==> config.mk <==
export PLATFORM = sky130hd
export DESIGN_NAME = re_control_multi
export DESIGN_NICKNAME = d
export VERILOG_FILES = /design/src/rtl/re_control_multi_pkg.sv /design/src/rtl/re_control_multi_exp.sv /design/src/rtl/re_control_multi.sv
export SDC_FILE = /design/constraint.sdc
export NUM_CORES = 1
export LEC_CHECK = 0
export CORE_UTILIZATION = 30
export DETAILED_ROUTE_END_ITERATION = 16
export SLEW_MARGIN = 30
export SYNTH_ARGS = -nofsm -noshare
export SYNTH_HDL_FRONTEND = slang
export SYNTH_HIERARCHICAL = 1
export SYNTH_SLANG_ARGS = --single-unit
==> constraint.sdc <==
create_clock -name clk -period 2.8 [get_ports clk]
set_input_delay 0.56 -clock clk [delete_from_list [all_inputs] [get_ports clk]]
set_output_delay 0.56 -clock clk [all_outputs]
set_load 0.02 [all_outputs]
==> src/rtl/re_control_multi_pkg.sv <==
// Shared types and helpers for the row readout/exposure controller.
// RE_CDS_EN selects the 5-step correlated-double-sampling row sequence.
package re_ctrl_pkg;

  typedef enum logic [1:0] {
    IDLE,
    EXPOSURE,
    READOUT
  } state_t;

  typedef enum logic [1:0] {
    SEL,
    SEL_ADC,
    GAP
  } phase_t;

`ifdef RE_CDS_EN
  localparam int ROW_STEPS = 5;
`else
  localparam int ROW_STEPS = 4;
`endif

  function automatic int readout_len(input int num_rows);
    return 2 + ROW_STEPS * num_rows;
  endfunction

  function automatic phase_t row_phase(input int p);
    phase_t ph;
    ph = SEL;
`ifdef RE_CDS_EN
    if (p == 4)
      ph = GAP;
    else if (p == 1 || p == 3)
      ph = SEL_ADC;
`else
    if (p == 3)
      ph = GAP;
    else if (p == 1)
      ph = SEL_ADC;
`endif
    return ph;
  endfunction

endpackage

==> src/rtl/re_control_multi_exp.sv <==
// Saturating up/down exposure-time register.
// Both or neither control asserted holds the value.
module re_exp_time_reg #(
  parameter int EXP_W       = 5,
  parameter int EXP_MIN     = 2,
  parameter int EXP_MAX     = 30,
  parameter int EXP_DEFAULT = 5
) (
  input  logic             clk,
  input  logic             reset,
  input  logic             increase,
  input  logic             decrease,
  output logic [EXP_W-1:0] t_exp
);

  always_ff @(posedge clk) begin
    if (!reset)
      t_exp <= EXP_W'(EXP_DEFAULT);
    else if (increase && !decrease &&
             t_exp < EXP_W'(EXP_MAX))
      t_exp <= t_exp + 1'b1;
    else if (decrease && !increase &&
             t_exp > EXP_W'(EXP_MIN))
      t_exp <= t_exp - 1'b1;
  end

endmodule

==> src/rtl/re_control_multi.sv <==
// Multi-row erase/exposure/readout sequencer, all outputs registered.
// Optional RE_CDS_EN adds a second ADC sample per row and adc_sig.
module re_control_multi
  import re_ctrl_pkg::*;
#(
  parameter int NUM_ROWS    = 2,
  parameter int EXP_W       = 5,
  parameter int EXP_MIN     = 2,
  parameter int EXP_MAX     = 30,
  parameter int EXP_DEFAULT = 5
) (
  input  logic                clk,
  input  logic                reset,
  input  logic                init,
  input  logic                continuous,
  input  logic                abort,
  input  logic                increase,
  input  logic                decrease,
  output logic [NUM_ROWS-1:0] nre,
  output logic                adc,
  output logic                expose,
  output logic                erase,
  output logic                busy,
  output logic                frame_done,
`ifdef RE_CDS_EN
  output logic                adc_sig,
`endif
  output logic [EXP_W-1:0]    t_exp
);

  localparam int L  = readout_len(NUM_ROWS);
  localparam int SW = $clog2(L + 1);

  state_t              state, state_n;
  logic [EXP_W-1:0]    exp_cnt, exp_cnt_n;
  logic [EXP_W-1:0]    t_shadow, t_shadow_n;
  logic [SW-1:0]       step, step_n;
  logic [NUM_ROWS-1:0] nre_n;
  logic                adc_n;
  logic                done_n;
  phase_t              ph;
`ifdef RE_CDS_EN
  logic                adc_sig_n;
`endif

  re_exp_time_reg #(
    .EXP_W      (EXP_W),
    .EXP_MIN    (EXP_MIN),
    .EXP_MAX    (EXP_MAX),
    .EXP_DEFAULT(EXP_DEFAULT)
  ) u_exp (
    .clk     (clk),
    .reset   (reset),
    .increase(increase),
    .decrease(decrease),
    .t_exp   (t_exp)
  );

  always_comb begin
    state_n    = state;
    exp_cnt_n  = exp_cnt;
    step_n     = step;
    t_shadow_n = t_shadow;
    done_n     = 1'b0;
    unique case (state)
      IDLE: begin
        if ((init || continuous) && !abort) begin
          state_n    = EXPOSURE;
          exp_cnt_n  = '0;
          t_shadow_n = t_exp;
        end
      end
      EXPOSURE: begin
        if (abort) begin
          state_n   = IDLE;
          exp_cnt_n = '0;
        end else if (exp_cnt == t_shadow - 1'b1) begin
          state_n   = READOUT;
          exp_cnt_n = '0;
          step_n    = '0;
        end else begin
          exp_cnt_n = exp_cnt + 1'b1;
        end
      end
      READOUT: begin
        if (abort) begin
          state_n = IDLE;
          step_n  = '0;
        end else if (step == SW'(L - 1)) begin
          state_n = IDLE;
          step_n  = '0;
          done_n  = 1'b1;
        end else begin
          step_n = step + 1'b1;
        end
      end
      default: begin
        state_n   = IDLE;
        exp_cnt_n = '0;
        step_n    = '0;
      end
    endcase
  end

  // Outputs are decoded from the next state so they land in flops.
  always_comb begin
    nre_n = '1;
    adc_n = 1'b0;
    ph    = GAP;
`ifdef RE_CDS_EN
    adc_sig_n = 1'b0;
`endif
    if (state_n == READOUT) begin
      for (int r = 0; r < NUM_ROWS; r++) begin
        for (int p = 0; p < ROW_STEPS; p++) begin
          if (int'(step_n) == 2 + ROW_STEPS * r + p) begin
            ph = row_phase(p);
            if (ph != GAP)
              nre_n[r] = 1'b0;
            adc_n = (ph == SEL_ADC);
`ifdef RE_CDS_EN
            adc_sig_n = (p == 3);
`endif
          end
        end
      end
    end
  end

  always_ff @(posedge clk) begin
    if (!reset) begin
      state      <= IDLE;
      exp_cnt    <= '0;
      step       <= '0;
      t_shadow   <= '0;
      nre        <= '1;
      adc        <= 1'b0;
      expose     <= 1'b0;
      erase      <= 1'b1;
      busy       <= 1'b0;
      frame_done <= 1'b0;
`ifdef RE_CDS_EN
      adc_sig    <= 1'b0;
`endif
    end else begin
      state      <= state_n;
      exp_cnt    <= exp_cnt_n;
      step       <= step_n;
      t_shadow   <= t_shadow_n;
      nre        <= nre_n;
      adc        <= adc_n;
      expose     <= (state_n == EXPOSURE);
      erase      <= (state_n == IDLE);
      busy       <= (state_n != IDLE);
      frame_done <= done_n;
`ifdef RE_CDS_EN
      adc_sig    <= adc_sig_n;
`endif
    end
  end

endmodule

After elaboration in Yosys (flattened, before gate mapping)
Index checks and enable logic that the tools add are counted.
{"block": "totals", "register_bits": 28, "in_bits": 7, "output_inout_bits": 12, "word_cells": 105}
{"block": "classes", "addsub": 5, "order_cmp": 2, "eq_ne": 23, "muxes": 45, "bitwise": 2, "reduce_logical": 17}
{"operator": "$eq 4x4->1 const B", "n": 7}
{"operator": "$mux 2", "n": 13}
{"operator": "$mux 5", "n": 5}
{"operator": "$mux 1", "n": 20}
{"operator": "$mux 4", "n": 4}
{"operator": "$pmux 5 s3", "n": 1}
{"operator": "$eq 2x1->1 const B", "n": 6}
{"operator": "$pmux 4 s3", "n": 1}
{"operator": "$add 5x1->5 const B", "n": 2}
{"operator": "$ne 2x2->1 const B", "n": 5}
{"operator": "$sub 5x1->5 const B", "n": 2}
{"operator": "$eq 4x3->1 const B", "n": 2}
{"operator": "$pmux 2 s3", "n": 1}
{"operator": "$reduce_and 2->1", "n": 3}
{"operator": "$eq 5x5->1", "n": 1}
{"operator": "$gt 5x2->1 const B", "n": 1}
{"operator": "$logic_and 1x1->1", "n": 5}
{"operator": "$lt 5x5->1 const B", "n": 1}
{"operator": "$add 4x1->4 const B", "n": 1}
{"operator": "$eq 2x2->1 const B", "n": 2}
{"operator": "$logic_not 2->1", "n": 2}
{"operator": "$reduce_bool 2->1", "n": 2}
{"operator": "$logic_not 1->1", "n": 3}
{"operator": "$reduce_or 3->1", "n": 1}
{"operator": "2 further kinds", "n": 3}

Longest topological paths before layout
{"block": "depth", "word_depth": 16, "mapped_depth": 8, "depth_no_buf": 8}

By module
The synthesis kept the hierarchy.
{"mod": "re_control_multi", "instances": 1, "cells_per_inst": 124, "area_each_um2": 1192.4, "seq_area_each_um2": 460.4}
{"mod": "re_exp_time_reg", "instances": 1, "cells_per_inst": 44, "area_each_um2": 405.4, "seq_area_each_um2": 100.1}

Worst setup path before layout
No wires, ideal clock.
{"block": "synth_path", "path_type": "reg-to-reg", "startpoint": "register u_exp.t_exp[2]", "endpoint": "register u_exp.t_exp[4]", "setup_ps": 122, "arrival_time_ps": 2079, "required_ps": 2678, "setup_slack_ps": 599, "stages_incl_launch_ff": 9, "path_buffers": 0, "synth_period_minus_slack_ps": 2201, "cell_sequence": "dfxtp_1 nand4_1 nand2_1 inv_1 fa_1 nand3b_1 o2111ai_1 o31ai_1 a311o_1"}
{"block": "synth_between", "elab_chain_cells": 3, "word_cells_on_any_way": 9, "cone_classes": "add/sub (2); order compare (2); mux (2); reduce/logical (3)"}
{"item": "from (decl)", "line_no": "re_control_multi_exp.sv:13", "source": "output logic [EXP_W-1:0] t_exp"}
{"item": "from (signal assigned)", "line_no": "re_control_multi_exp.sv:18", "source": "t_exp <= EXP_W'(EXP_DEFAULT);"}
{"item": "from (signal assigned)", "line_no": "re_control_multi_exp.sv:21", "source": "t_exp <= t_exp + 1'b1;"}
{"item": "from (signal assigned)", "line_no": "re_control_multi_exp.sv:24", "source": "t_exp <= t_exp - 1'b1;"}
{"item": "$sub 5x1->5 (tied with other cells)", "line_no": "re_control_multi_exp.sv:24"}
{"item": "$mux 5 (tied with other cells)", "line_no": "re_control_multi_exp.sv:22", "source": "else if (decrease && !increase &&"}
{"item": "$mux 5 / $reduce_bool 2->1 (equally long branches)"}
Parallel ways exist; a longest one is shown, timed or not. The select of a mux whose other input is x is not followed.
A chain may end at the register's enable or synchronous reset.

Worst setup path after layout
{"block": "layout_path", "startpoint": "input increase", "endpoint": "register u_exp.t_exp[4]"}
{"block": "layout_between", "elab_chain_cells": 4, "word_cells_on_any_way": 7, "cone_classes": "mux (1); reduce/logical (6)"}
{"item": "from (decl)", "line_no": "re_control_multi.sv:17", "source": "input logic increase,"}
{"item": "$logic_not 1->1", "line_no": "re_control_multi_exp.sv:22"}
{"item": "$logic_and 1x1->1 (2 in a row)", "line_no": "re_control_multi_exp.sv:22"}
{"item": "$reduce_bool 2->1 (no line)"}
Parallel ways exist; a longest one is shown, timed or not.

==> results by stage <==
Detailed routing:
- The via-per-instance ratio is 4.84.
- The count of TritonRoute iterations in the first routing pass is 4.
- The count of antenna-violating nets left after detailed routing is 0.
- The DRC violations left is 0.
- The via count is approximately 1200.
- Dividing the detail-routed wire length by the instance count gives 11.9 µm.
- For this block, the routed nets add up to 3.08 mm of wire.
- After the first detailed-routing iteration, the DRC count stood at 54.

Logic synthesis:
- The number of different library cells used by synthesis comes to 45.
- Counting instances in the post-synthesis netlist gives the leading cell types as dfxtp_1, nand2_1, nor2_1.
- In the synthesized netlist the async set-or-reset flop fraction comes to 0.
- For this run, the leading register cell type out of synthesis is dfxtp_1.
- The average instance in the mapped netlist occupies 9.51 µm².
- In the post-synthesis netlist, the biggest area contributors are dfxtp_1, ha_1, xor2_1.
- The most common cell in the synthesized netlist is dfxtp_1.
- Counting flops with a built-in enable in the synthesized netlist gives 0.
- The cell taking the most area after synthesis is dfxtp_1.
- Synthesis inferred 28 register bits.
- The share of synthesized area in the top cell type comes to 0.351.
- Counting every net in the synthesized netlist gives about 180.
- The number of standard cells after synthesis is 168.
- The netlist area before placement is 1600 µm².
- Of the synthesized area, sequential elements account for 0.351.
- For this run, the number of Yosys warnings is 6.

STA:
- Setup repair after global routing left no endpoint under its margin.
- The number of failing hold endpoints at the final stage is 0.
- The worst clock skew is 0.00292 ns.
- The max-slew violation count is 0.
- For the finished layout, the period the worst path requires is 2.41 ns.
- The final setup TNS is 0 ns.
- Setup violations remaining at the end of the flow were counted as 0.
- The worst relative slew slack is 0.606.
- The share of the clock period used by the worst path after layout is 0.862.
- Timing would allow up to 414 MHz.
- For the pin with the worst max-slew slack, the measured transition is 0.587 ns.

Worst setup path:
- The worst-case reg-to-reg path depth is 8.
- STA classifies the critical path startpoint as an input pin.
- The endpoint identified for the worst register-to-register timing path is u_exp/t_exp[4].
- The worst setup path is of the in -> reg kind.
- The worst-path maximum fanout is 6.
- The startpoint identified for the worst register-to-register timing path is u_exp/t_exp[1].
- The arrival time at the worst endpoint is 2.58 ns.
- The kind of end point of the critical path is a flip-flop.
- For the worst setup path, the data required time is 2.96 ns.
- The register-to-register setup slack is 0.49 ns.

Power and ir drop:
- The worst-case IR drop observed on VDD is about 0.00026 V.
- Power spread over the standard cell area amounts to 485 nW/µm².
- The static leakage power is ~0.73 nW.

Clock tree:
- The clock sink count is 28.
- The count of instances resized after the clock tree is built is 0.
- The number of H-tree branching levels is 1.
- The CTS tree is yes.
- The clock latency on the worst-skew pair is between 0.2 and 0.3 ns.
- The number of buffers created by CTS is 3.
- After clock tree synthesis, the setup repair step added 0 buffers.
- In this run the clock root is driven by a clkbuf_8.
- Clock-pin slew was measured on the worst setup and hold paths at ~0.09 ns.
- The count of hold-fix buffers inserted at cts is 0.
- The clock passes through at most 2 buffers.

Global routing:
- The number of global-route vias before repair is 1071.
- The number of antenna violations at the first check in global routing came to 0.
- The maximum number of pins on one net before global-route repair is 20.
- The first-pass GRT wire length is around 5.3 mm.
- The remaining global-route overflow is 0.
- Across every metal layer, demand over resource in global routing totals 0.122.

Floorplanning:
- The height of the die is 75.0 µm.
- The top-level I/O count is 19.
- The core region area is 5110 µm².
- The initial cell density of the core is 0.313.
- The overall die area is roughly 5600 µm².
- In this run the horizontal extent of the chip is 75.0 µm.
- The number of rows created at floorplan is 26.

Flow run:
- The tool flagged a number of max-cap violations equal to 0.

Place:
- The placed cell area is 1860 µm².
- After detailed placement, the design holds a cell count of roughly 260.
- The congestion estimate from routability-driven global placement came to 0.808.
- The HPWL after detailed placement is roughly 2.3 mm.
- During placement, the flow inserted port buffers numbering 18.

Worst hold path:
- In this run the worst hold path is classified as reg -> reg.
- The end of the worst hold path is exp_cnt[1].
- The startpoint of the lowest-slack hold path is exp_cnt[1].
- The worst hold path cell count is 2.

Layout:
- The number of antenna diodes is 0.
- The proportion of layout cells with a drive suffix above 1 is 0.0745.
- At the end of the flow the core is filled with cells to 0.373.
- The final net count is 206.
- The final non-filler cell area is about 1900 µm².
- The number of non-filler instances in the completed layout is 258.
- The layout has 525 filler cells.
- The area growth from synthesis to layout is 19.3%.

Status:
- The flow ran to the end, and the final reports show no timing, DRC or antenna violations.
[sequential cells by signal, summed over array words and instances, names as in the netlist, 2 cells and up]
name         cells
t_shadow         5
state            2
exp_cnt          5
nre              2
step             4
u_exp/t_exp      5
[power by group]
group | internal, mW | switching (mW)
sequential | 0.424 | 0.0447
clock | 0.0964 | 0.117
combinational | 0.120 | 0.121
[final cells by class]
type,count,area [µm²],area share
sequential,28,561,0.294
inverter,9,33.8,0.0177
tap,70,87.6,0.0460
multi-input combinational,129,995,0.522
timing repair buffer,19,188,0.0985
clock buffer,3,41.3,0.0217
[layer usage]
metal / wire, µm / GRT usage / part of all wire
met1: 1690 / 0.200 / 0.55
met2: 1290 / 0.160 / 0.42
met3: 65 / 0.0120 / 0.021
met4: 38 / 0.0482 / 0.012
met5: 0 / 0 / 0
[cell usage in the layout (no fill, tap or decap), types with 2 or more instances in the layout]
cell	instances
mux2i_1	6
xnor2_1	5
nand2_1	13
nor2_1	11
o2111ai_1	3
nor3_1	3
nand3_1	4
xor2_1	7
clkbuf_8	3
a31oi_1	2
nand4_1	3
dfxtp_1	28
o21ai_1	3
o211a_1	2
nand3b_1	4
clkdlybuf4s50_1	18
o21a_1	5
and2_1	5
ha_1	8
inv_1	9
nor2b_1	9
nand2b_1	3
a21oi_1	8
and3_1	4
[critical path, stage by stage]
cell and delay (ns):
clkdlybuf4s50_1 0.46, nor2b_1 0.21, nand2_1 0.19, ha_1 0.37
a21oi_1 0.25, nand2_1 0.10, and3_1 0.17, a311o_1 0.26
[kinds of logic (layout without fill, tap and decap cells)]
| family | count (synthesis) | after routing | share of synthesized area |
|---|---|---|---|
| buffers and inverters | 11 | 31 | 0.0266 |
| and+or+nand+nor | 68 | 68 | 0.255 |
| muxes | 7 | 7 | 0.0446 |
| AOI/OAI and AO/OA | 33 | 33 | 0.182 |
| adders and majority gates | 9 | 9 | 0.0752 |
| xor gates and xnor gates | 12 | 12 | 0.0658 |
| DFF | 28 | 28 | 0.351 |
[through the flow]
stage	setup slack, ns	total power [mW]	hold slack, ns
after global placement	0.175	0.719	0.501
final	0.386	0.924	0.526
after global routing	0.254	0.986	0.571
after CTS	0.422	0.939	0.525
after floorplan	0.599	0.640	0.472
after detailed placement	0.134	0.720	0.513
[worst max path at each step]
stage | start | endpoint | slack (ns) | depth (start not counted)
floorplan | u_exp/t_exp[2] | u_exp/t_exp[4] | 0.60 | 8
finish | increase | u_exp/t_exp[4] | 0.39 | 8
detailed placement | increase | u_exp/t_exp[4] | 0.13 | 8
CTS | increase | u_exp/t_exp[4] | 0.42 | 9
global placement | increase | u_exp/t_exp[4] | 0.17 | 9
global route | increase | u_exp/t_exp[4] | 0.25 | 8
Power figures use the tool's default switching activity.
